`config.mk`:
```
export PLATFORM = sky130hd
export DESIGN_NAME = pipe_skid_register_flat
export DESIGN_NICKNAME = d
export VERILOG_FILES = /design/src/rtl/pipe_skid_register_if.sv /design/src/rtl/pipe_skid_register.sv /design/src/flat_wrapper.sv
export SDC_FILE = /design/constraint.sdc
export NUM_CORES = 1
export LEC_CHECK = 0
export CORE_UTILIZATION = 40
export DETAILED_ROUTE_END_ITERATION = 8
export PLACE_DENSITY_LB_ADDON = 0.12
export SYNTH_ARGS = -nofsm -noshare
export SYNTH_HDL_FRONTEND = slang
export SYNTH_SLANG_ARGS = --single-unit
export TNS_END_PERCENT = 20
```
`constraint.sdc`:
```
create_clock -name clk -period 1.56 [get_ports clk]
set_clock_uncertainty 0.1 [all_clocks]
set_input_delay 0.312 -clock clk [delete_from_list [all_inputs] [get_ports clk]]
set_output_delay 0.312 -clock clk [all_outputs]
set_load 0.01 [all_outputs]
```
`src/rtl/pipe_skid_register_if.sv`:
```
// Valid/ready handshake bundle carrying one WIDTH-bit payload.
//   valid : producer presents data
//   ready : consumer can accept data this cycle
//   data  : payload
// master drives valid/data and observes ready; slave is the reverse.
interface pipe_skid_register_if #(
    parameter int unsigned WIDTH = 16
) ();
    logic             valid;
    logic             ready;
    logic [WIDTH-1:0] data;

    modport master (output valid, output data, input ready);
    modport slave  (input valid, input data, output ready);
endinterface

```
`src/rtl/pipe_skid_register.sv`:
```
// Pipeline register with valid/ready handshake, 2-entry skid buffer and flush.
// Breaks the combinational ready path: in_if.ready comes straight from a flop,
// yet a new word can be accepted every cycle while downstream keeps up.
// Ports:
//   clk       : clock, rising edge
//   rst_n     : synchronous active-low reset
//   flush     : drop every held entry
//   in_if     : upstream handshake (slave)
//   out_if    : downstream handshake (master), data driven from the main register
//   occupancy : number of held entries, 0..2
module pipe_skid_register #(
    parameter int unsigned      WIDTH      = 16,
    parameter logic [WIDTH-1:0] RESET_DATA = '0
) (
    input  logic                 clk,
    input  logic                 rst_n,
    input  logic                 flush,
    pipe_skid_register_if.slave  in_if,
    pipe_skid_register_if.master out_if,
    output logic [1:0]           occupancy
);

    // State bit 0 is main_v, bit 1 is skid_v; skid without main is unreachable.
    localparam logic [1:0] EMPTY = 2'b00;
    localparam logic [1:0] ONE   = 2'b01;
    localparam logic [1:0] FULL  = 2'b11;

    logic [1:0]       state_q, state_d;
    logic [WIDTH-1:0] main_q, main_d;
    logic [WIDTH-1:0] skid_q, skid_d;
    logic             in_ready_q, in_ready_d;
    logic [1:0]       occupancy_q, occupancy_d;
    logic             in_fire;
    logic             out_fire;

    assign in_fire  = in_if.valid & in_ready_q;
    assign out_fire = state_q[0] & out_if.ready;

    // Next state, payload moves and registered status outputs.
    always_comb begin
        state_d     = state_q;
        main_d      = main_q;
        skid_d      = skid_q;
        in_ready_d  = in_ready_q;
        occupancy_d = occupancy_q;

        case (state_q)
            EMPTY: begin
                if (in_fire) begin
                    main_d  = in_if.data;
                    state_d = ONE;
                end
            end
            ONE: begin
                if (in_fire && out_fire) begin
                    main_d = in_if.data;
                end else if (in_fire) begin
                    skid_d  = in_if.data;
                    state_d = FULL;
                end else if (out_fire) begin
                    state_d = EMPTY;
                end
            end
            FULL: begin
                if (out_fire) begin
                    main_d  = skid_q;
                    state_d = ONE;
                end
            end
            default: begin
                state_d = EMPTY;
            end
        endcase

        // Squash: empty the buffer, leave payload registers untouched.
        if (flush) begin
            state_d = EMPTY;
            main_d  = main_q;
            skid_d  = skid_q;
        end

        in_ready_d = ~state_d[1];
        case (state_d)
            ONE:     occupancy_d = 2'd1;
            FULL:    occupancy_d = 2'd2;
            default: occupancy_d = 2'd0;
        endcase
    end

    // State and payload registers.
    always_ff @(posedge clk) begin
        if (!rst_n) begin
            state_q     <= EMPTY;
            main_q      <= RESET_DATA;
            skid_q      <= RESET_DATA;
            in_ready_q  <= 1'b1;
            occupancy_q <= 2'd0;
        end else begin
            state_q     <= state_d;
            main_q      <= main_d;
            skid_q      <= skid_d;
            in_ready_q  <= in_ready_d;
            occupancy_q <= occupancy_d;
        end
    end

    assign in_if.ready  = in_ready_q;
    assign out_if.valid = state_q[0];
    assign out_if.data  = main_q;
    assign occupancy    = occupancy_q;

endmodule
```
`src/flat_wrapper.sv`:
```
// flat-port wrapper written by rule: the top's interface ports become plain ports
module pipe_skid_register_flat 
#(
    parameter int unsigned      WIDTH      = 16,
    parameter logic [WIDTH-1:0] RESET_DATA = '0
)
  (clk, rst_n, flush, occupancy, in_if_valid, in_if_data, in_if_ready, out_if_valid, out_if_data, out_if_ready);
  pipe_skid_register_if #(.WIDTH(WIDTH)) in_if_i ();
  pipe_skid_register_if #(.WIDTH(WIDTH)) out_if_i ();
  input  logic clk;
  input  logic rst_n;
  input  logic flush;
  output logic [1:0] occupancy;
  input wire logic [$bits(in_if_i.valid)-1:0] in_if_valid;
  input wire logic [$bits(in_if_i.data)-1:0] in_if_data;
  output wire logic [$bits(in_if_i.ready)-1:0] in_if_ready;
  output wire logic [$bits(out_if_i.valid)-1:0] out_if_valid;
  output wire logic [$bits(out_if_i.data)-1:0] out_if_data;
  input wire logic [$bits(out_if_i.ready)-1:0] out_if_ready;
  assign in_if_i.valid = in_if_valid;
  assign in_if_i.data = in_if_data;
  assign in_if_ready = in_if_i.ready;
  assign out_if_valid = out_if_i.valid;
  assign out_if_data = out_if_i.data;
  assign out_if_i.ready = out_if_ready;
  pipe_skid_register #(.WIDTH(WIDTH), .RESET_DATA(RESET_DATA)) u_core (.clk(clk), .rst_n(rst_n), .flush(flush), .in_if(in_if_i), .out_if(out_if_i), .occupancy(occupancy));
endmodule
```
# Word level (Yosys, flattened, before mapping)
# Index checks and enable logic that the tools add are counted.
[word_totals] regBits=37 latchBits=0 ram_bits=0 mem_bits_ro=0 in_bits=21 output_inout_bits=20 word_cells=34 n_memories=0
[classes] n_addsub=0 multipliers=0 n_div=0 order_cmp=0 eq_ne=7 n_shift=0 n_mux=12 n_bitwise=5 reduce_logical=5
[ops] op="two-way mux 16 bit" n=3
[ops] op="one-hot mux 16 bit (3 select lines)" n=1
[ops] op="two-way mux 2 bit" n=6
[ops] op="inequality test 2 x 1 -> 1 bit (second input constant)" n=3
[ops] op="one-hot mux 2 bit (3 select lines)" n=1
[ops] op="AND reduction 5 bit" n=1
[ops] op="== test 2 x 1 -> 1 bit (second input constant)" n=2
[ops] op="== test 2 bit (second input constant)" n=2
[ops] op="one-hot mux 2 bit (2 select lines)" n=1
[ops] op="AND reduction 4 bit" n=1
[ops] op="inverter 1 bit" n=3
[ops] op="nonzero test 3 bit" n=1
[ops] op="bitwise AND 1 bit" n=2
[ops] op="logical NOT 2 bit" n=1
[ops] op="logical AND 1 bit" n=1

# Longest topological paths before layout
[logic_depth] depth_word=8 depth_mapped=6 ltp_nobuf=4

# Least setup slack after synthesis
# OpenSTA, ideal clock, no wires.
[synth_timing] kind="flip-flop to flip-flop" startpoint="register u_core.in_ready_q (netlist: u_core.in_if.ready)" endpoint="register u_core.skid_q[5]" setup_ns=0.116 t_arrival_ns=1.380 required_time_ns=1.344 slack_ns=-0.037 stages_incl_launch_ff=7 n_path_buf=2 period_less_slack_ns=1.597 cell_sequence="dfxtp_1 nand2_1 or4_4 buf_6 buf_6 nand2_1 a21boi_1"
[synth_between] elab_chain_cells=4
[synth_lines] element="start: declaration" line_no="pipe_skid_register.sv:31" source="logic in_ready_q, in_ready_d;"
[synth_lines] element="start signal: assignment" line_no="pipe_skid_register.sv:102" source="in_ready_q <= in_ready_d;"
[synth_lines] element="bitwise AND 1 bit (*)" line_no="pipe_skid_register.sv:36" source="assign in_fire = in_if.valid & in_ready_q;"
[synth_lines] element="logical AND 1 bit" line_no="pipe_skid_register.sv:55" source="if (in_fire && out_fire) begin"
[synth_lines] element="inverter 1 bit (no source line)"
[synth_lines] element="AND reduction 4 bit (no source line) (*)"
[synth_lines] element="end signal: assignment" line_no="pipe_skid_register.sv:101" source="skid_q <= skid_d;"
[synth_lines] element="end: declaration" line_no="pipe_skid_register.sv:30" source="logic [WIDTH-1:0] skid_q, skid_d;"
# Every way passes the cells marked *; elsewhere a longest branch is shown, timed or not.
# A chain may end at the register's enable or synchronous reset.

# Final worst setup path
[layout_timing] startpoint="register u_core.occupancy_q[0] (netlist: u_core.occupancy[0])" endpoint="output occupancy[0]"
[layout_lines] element="start: declaration" line_no="pipe_skid_register.sv:32" source="logic [1:0] occupancy_q, occupancy_d;"
[layout_lines] element="start signal: assignment" line_no="pipe_skid_register.sv:103" source="occupancy_q <= occupancy_d;"
[layout_lines] element="end: declaration" line_no="flat_wrapper.sv:13" source="output logic [1:0] occupancy;"
# No word-level cell between the ends.

==> results_dict.tcl <==
set metrics [dict create \
    drc 0 \
    hp-class "reg2reg" \
    final_util 0.5909 \
    dp.cells 274 \
    ant_nets 0 \
    critPathTopFamily "buffers and inverters" \
    cp-start-kind "register" \
    htree_levels 2 \
    start_util 0.4280 \
    fmax_mhz 653.8 \
    layout.nets 256 \
    grt_pass1_wl_mm 6.499 \
    period_minus_slack_ns 1.529 \
    worstPathCellList "clkdlybuf4s50_1" \
    hold_buffers 0 \
    wire_per_inst_um 13.09 \
    grt_usage 0.1996 \
    setup_viol 0 \
    synth.avg_cell_area_um2 8.725 \
    crit_type "reg2out" \
    maxSlewViolCount 0 \
    vdd_drop_max_uv 612.1 \
    detail_route.first_pass.iterations 4 \
    core_mm2 0.003771 \
    cp.required_ns 1.15 \
    cp_slowest_stage_delay_ns 0.52 \
    gr-total-overflow 0 \
    power.density_mw_per_mm2 852.9 \
    drive_above_1_share 0.1525 \
    path_clk_slew_ns 0.08 \
    clkSinkCount 37 \
    fillers 346 \
    die_area_mm2 0.004293 \
    max_slew_margin 0.8417 \
    synth_seq_area_share 0.4589 \
    cp_slowest_cell "clkdlybuf4s50_1" \
    clk-insertion-delay-late_ns 0.28 \
    rsz0062_at_grt "yes" \
    cts_root_buf "clkbuf_8" \
    crit_fanout 1 \
    final_cells 284 \
    grt_max_degree 21 \
    hold_viol_final 0 \
    gp_congestion 0.7943 \
    cts_made_buffers 5 \
    dieHeight_um 65.52 \
    rows 22 \
    tritoncts "built" \
    synth_nets 206 \
    netlist-cell-type-count 23 \
    syn_inst 185 \
    cp.buffers_inverters 1 \
    hpwl_mm 2.489 \
    crit_arrival_ns 1.12 \
    final-seq-area_um2 747.0 \
    p_leak_nw 1.069 \
    power.total_w 0.001901 \
    period_share 0.9804 \
    ys_seq_elements 37 \
    grt_pass1_vias 1462 \
    diodes 0 \
    tightest_slew_ns 0.2375 \
    ios 41 \
    num_vias 1452 \
    syn_to_final_growth_pct 38.06 \
    clockBufferDepth 2 \
    antenna_found_initial 0 \
    netlist_top_cells_area "dfxtp_1 (46%), nand2_1 (12%), nand3_1 (10%)" \
    multiInputGateArea_um2 782.0 \
    dieWidth_um 65.52 \
    syn-cell-area_mm2 0.001614 \
    yosys_warnings 0 \
    viasPerCell 5.113 \
    fin_hold_ws_ns 0.3552 \
    io_buffers 40 \
    yosys.area.top_type "dfxtp_1" \
    synth_top_area_share 0.4589 \
    status "complete, no violations" \
    end_kind "output port" \
    max_cap_violations 0 \
    drt-initial-drc-count 56 \
    wirelength_mm 3.717 \
]
[layer usage]
layer,part of all wire,GRT usage,up-vias
met3,0.045,0.04688,6
met5,0,0,-
met2,0.48,0.3570,33
met1,0.46,0.2248,679
met4,0.013,0.08152,0
li1,-,-,734
[path summary, 6_finish.rpt]
path                             from                     to  slack, ns  depth (start not counted)
setup / recovery  u_core.occupancy[0]           occupancy[0]       0.03                          1
hold / removal      u_core.skid_q[14]      u_core.skid_q[14]       0.36                          2
setup reg to reg    u_core.state_q[1]  u_core.out_if.data[7]       0.07                          5
hold reg to reg     u_core.skid_q[14]      u_core.skid_q[14]       0.36                          2
[power breakdown]
part | internal (W) | leakage (nW) | switching, W
Clock | 0.000309 | 0.0450 | 0.000328
Sequential | 0.000978 | 0.302 | 0.0000168
Combinational | 0.000153 | 0.722 | 0.000116
Total | 0.00144 | 1.07 | 0.000460
[layout by cell type (no fill, tap or decap), types with 2 or more instances in the layout]
cell and count:
clkdlybuf4s50_1 18, clkinv_2 2, dlygate4sd2_1 21, dfxtp_1 34, nand3_1 33, buf_4 16
nand2_1 49, nand2b_1 2, a21boi_0 6, nor3_1 2, dfxtp_2 2, clkbuf_8 5
a21boi_1 10, nor2_1 3, o211a_1 16
[flip-flops by register name, summed over array words and instances, names as in the netlist]
name	cells
u_core.skid_q	16
u_core.state_q	2
u_core.out_if.data	16
u_core.occupancy	2
u_core.in_if.ready	1
[worst min-delay path, stage by stage, from the launching register on]
cell and delay (ns):
dfxtp_1 0.31, nand2_1 0.05, a21boi_1 0.05
[area by class of cell]
cell class | instances | share of cell area
Tap cell | 48 | 0.02695
Multi-Input combinational cell | 131 | 0.3509
Sequential cell | 37 | 0.3352
Timing Repair Buffer | 58 | 0.2465
Clock buffer | 6 | 0.03257
Inverter | 2 | 0.003369
Clock inverter | 2 | 0.004492
[cell families after synthesis]
logic type / synth area share
AO/OA/AOI/OAI: 0.2015
XOR/XNOR: 0.005427
buffers and inverters: 0.06201
flip-flops: 0.4589
AND/OR/NAND/NOR: 0.2721
[per-stage QoR]
stage | worst slack [ns] | TNS (ns) | instance area [um^2]
floorplan | 0.0002501 | 0 | 1617
global placement | -0.3274 | -10.08 | 2117
detailed placement | -0.3761 | -11.26 | 2117
CTS | 0.02234 | 0 | 2222
global route | -0.01291 | -0.01291 | 2228
finish | 0.03059 | 0 | 2228
[Yosys cell counts]
cell type / count
nand2_1: 50
nand3_1: 33
o21a_1: 1
nand2b_4: 1
clkbuf_1: 5
nor4_4: 1
dfxtp_1: 37
nor2_1: 3
a21boi_1: 10
nor2b_1: 1
nor3_1: 2
or4_4: 1
inv_1: 1
xnor2_1: 1
a21oi_1: 2
inv_2: 1
buf_6: 3
a2111oi_4: 1
o211a_1: 16
a21boi_0: 6
buf_2: 5
buf_4: 2
nand2b_1: 2
[timing repair]
item	CTS	global route
buffers inserted	1	0
setup endpoints to repair	50	18
cloned	1	0
pin swaps	1	0
resized for setup	25	3
(Power assumes the default switching activity.)
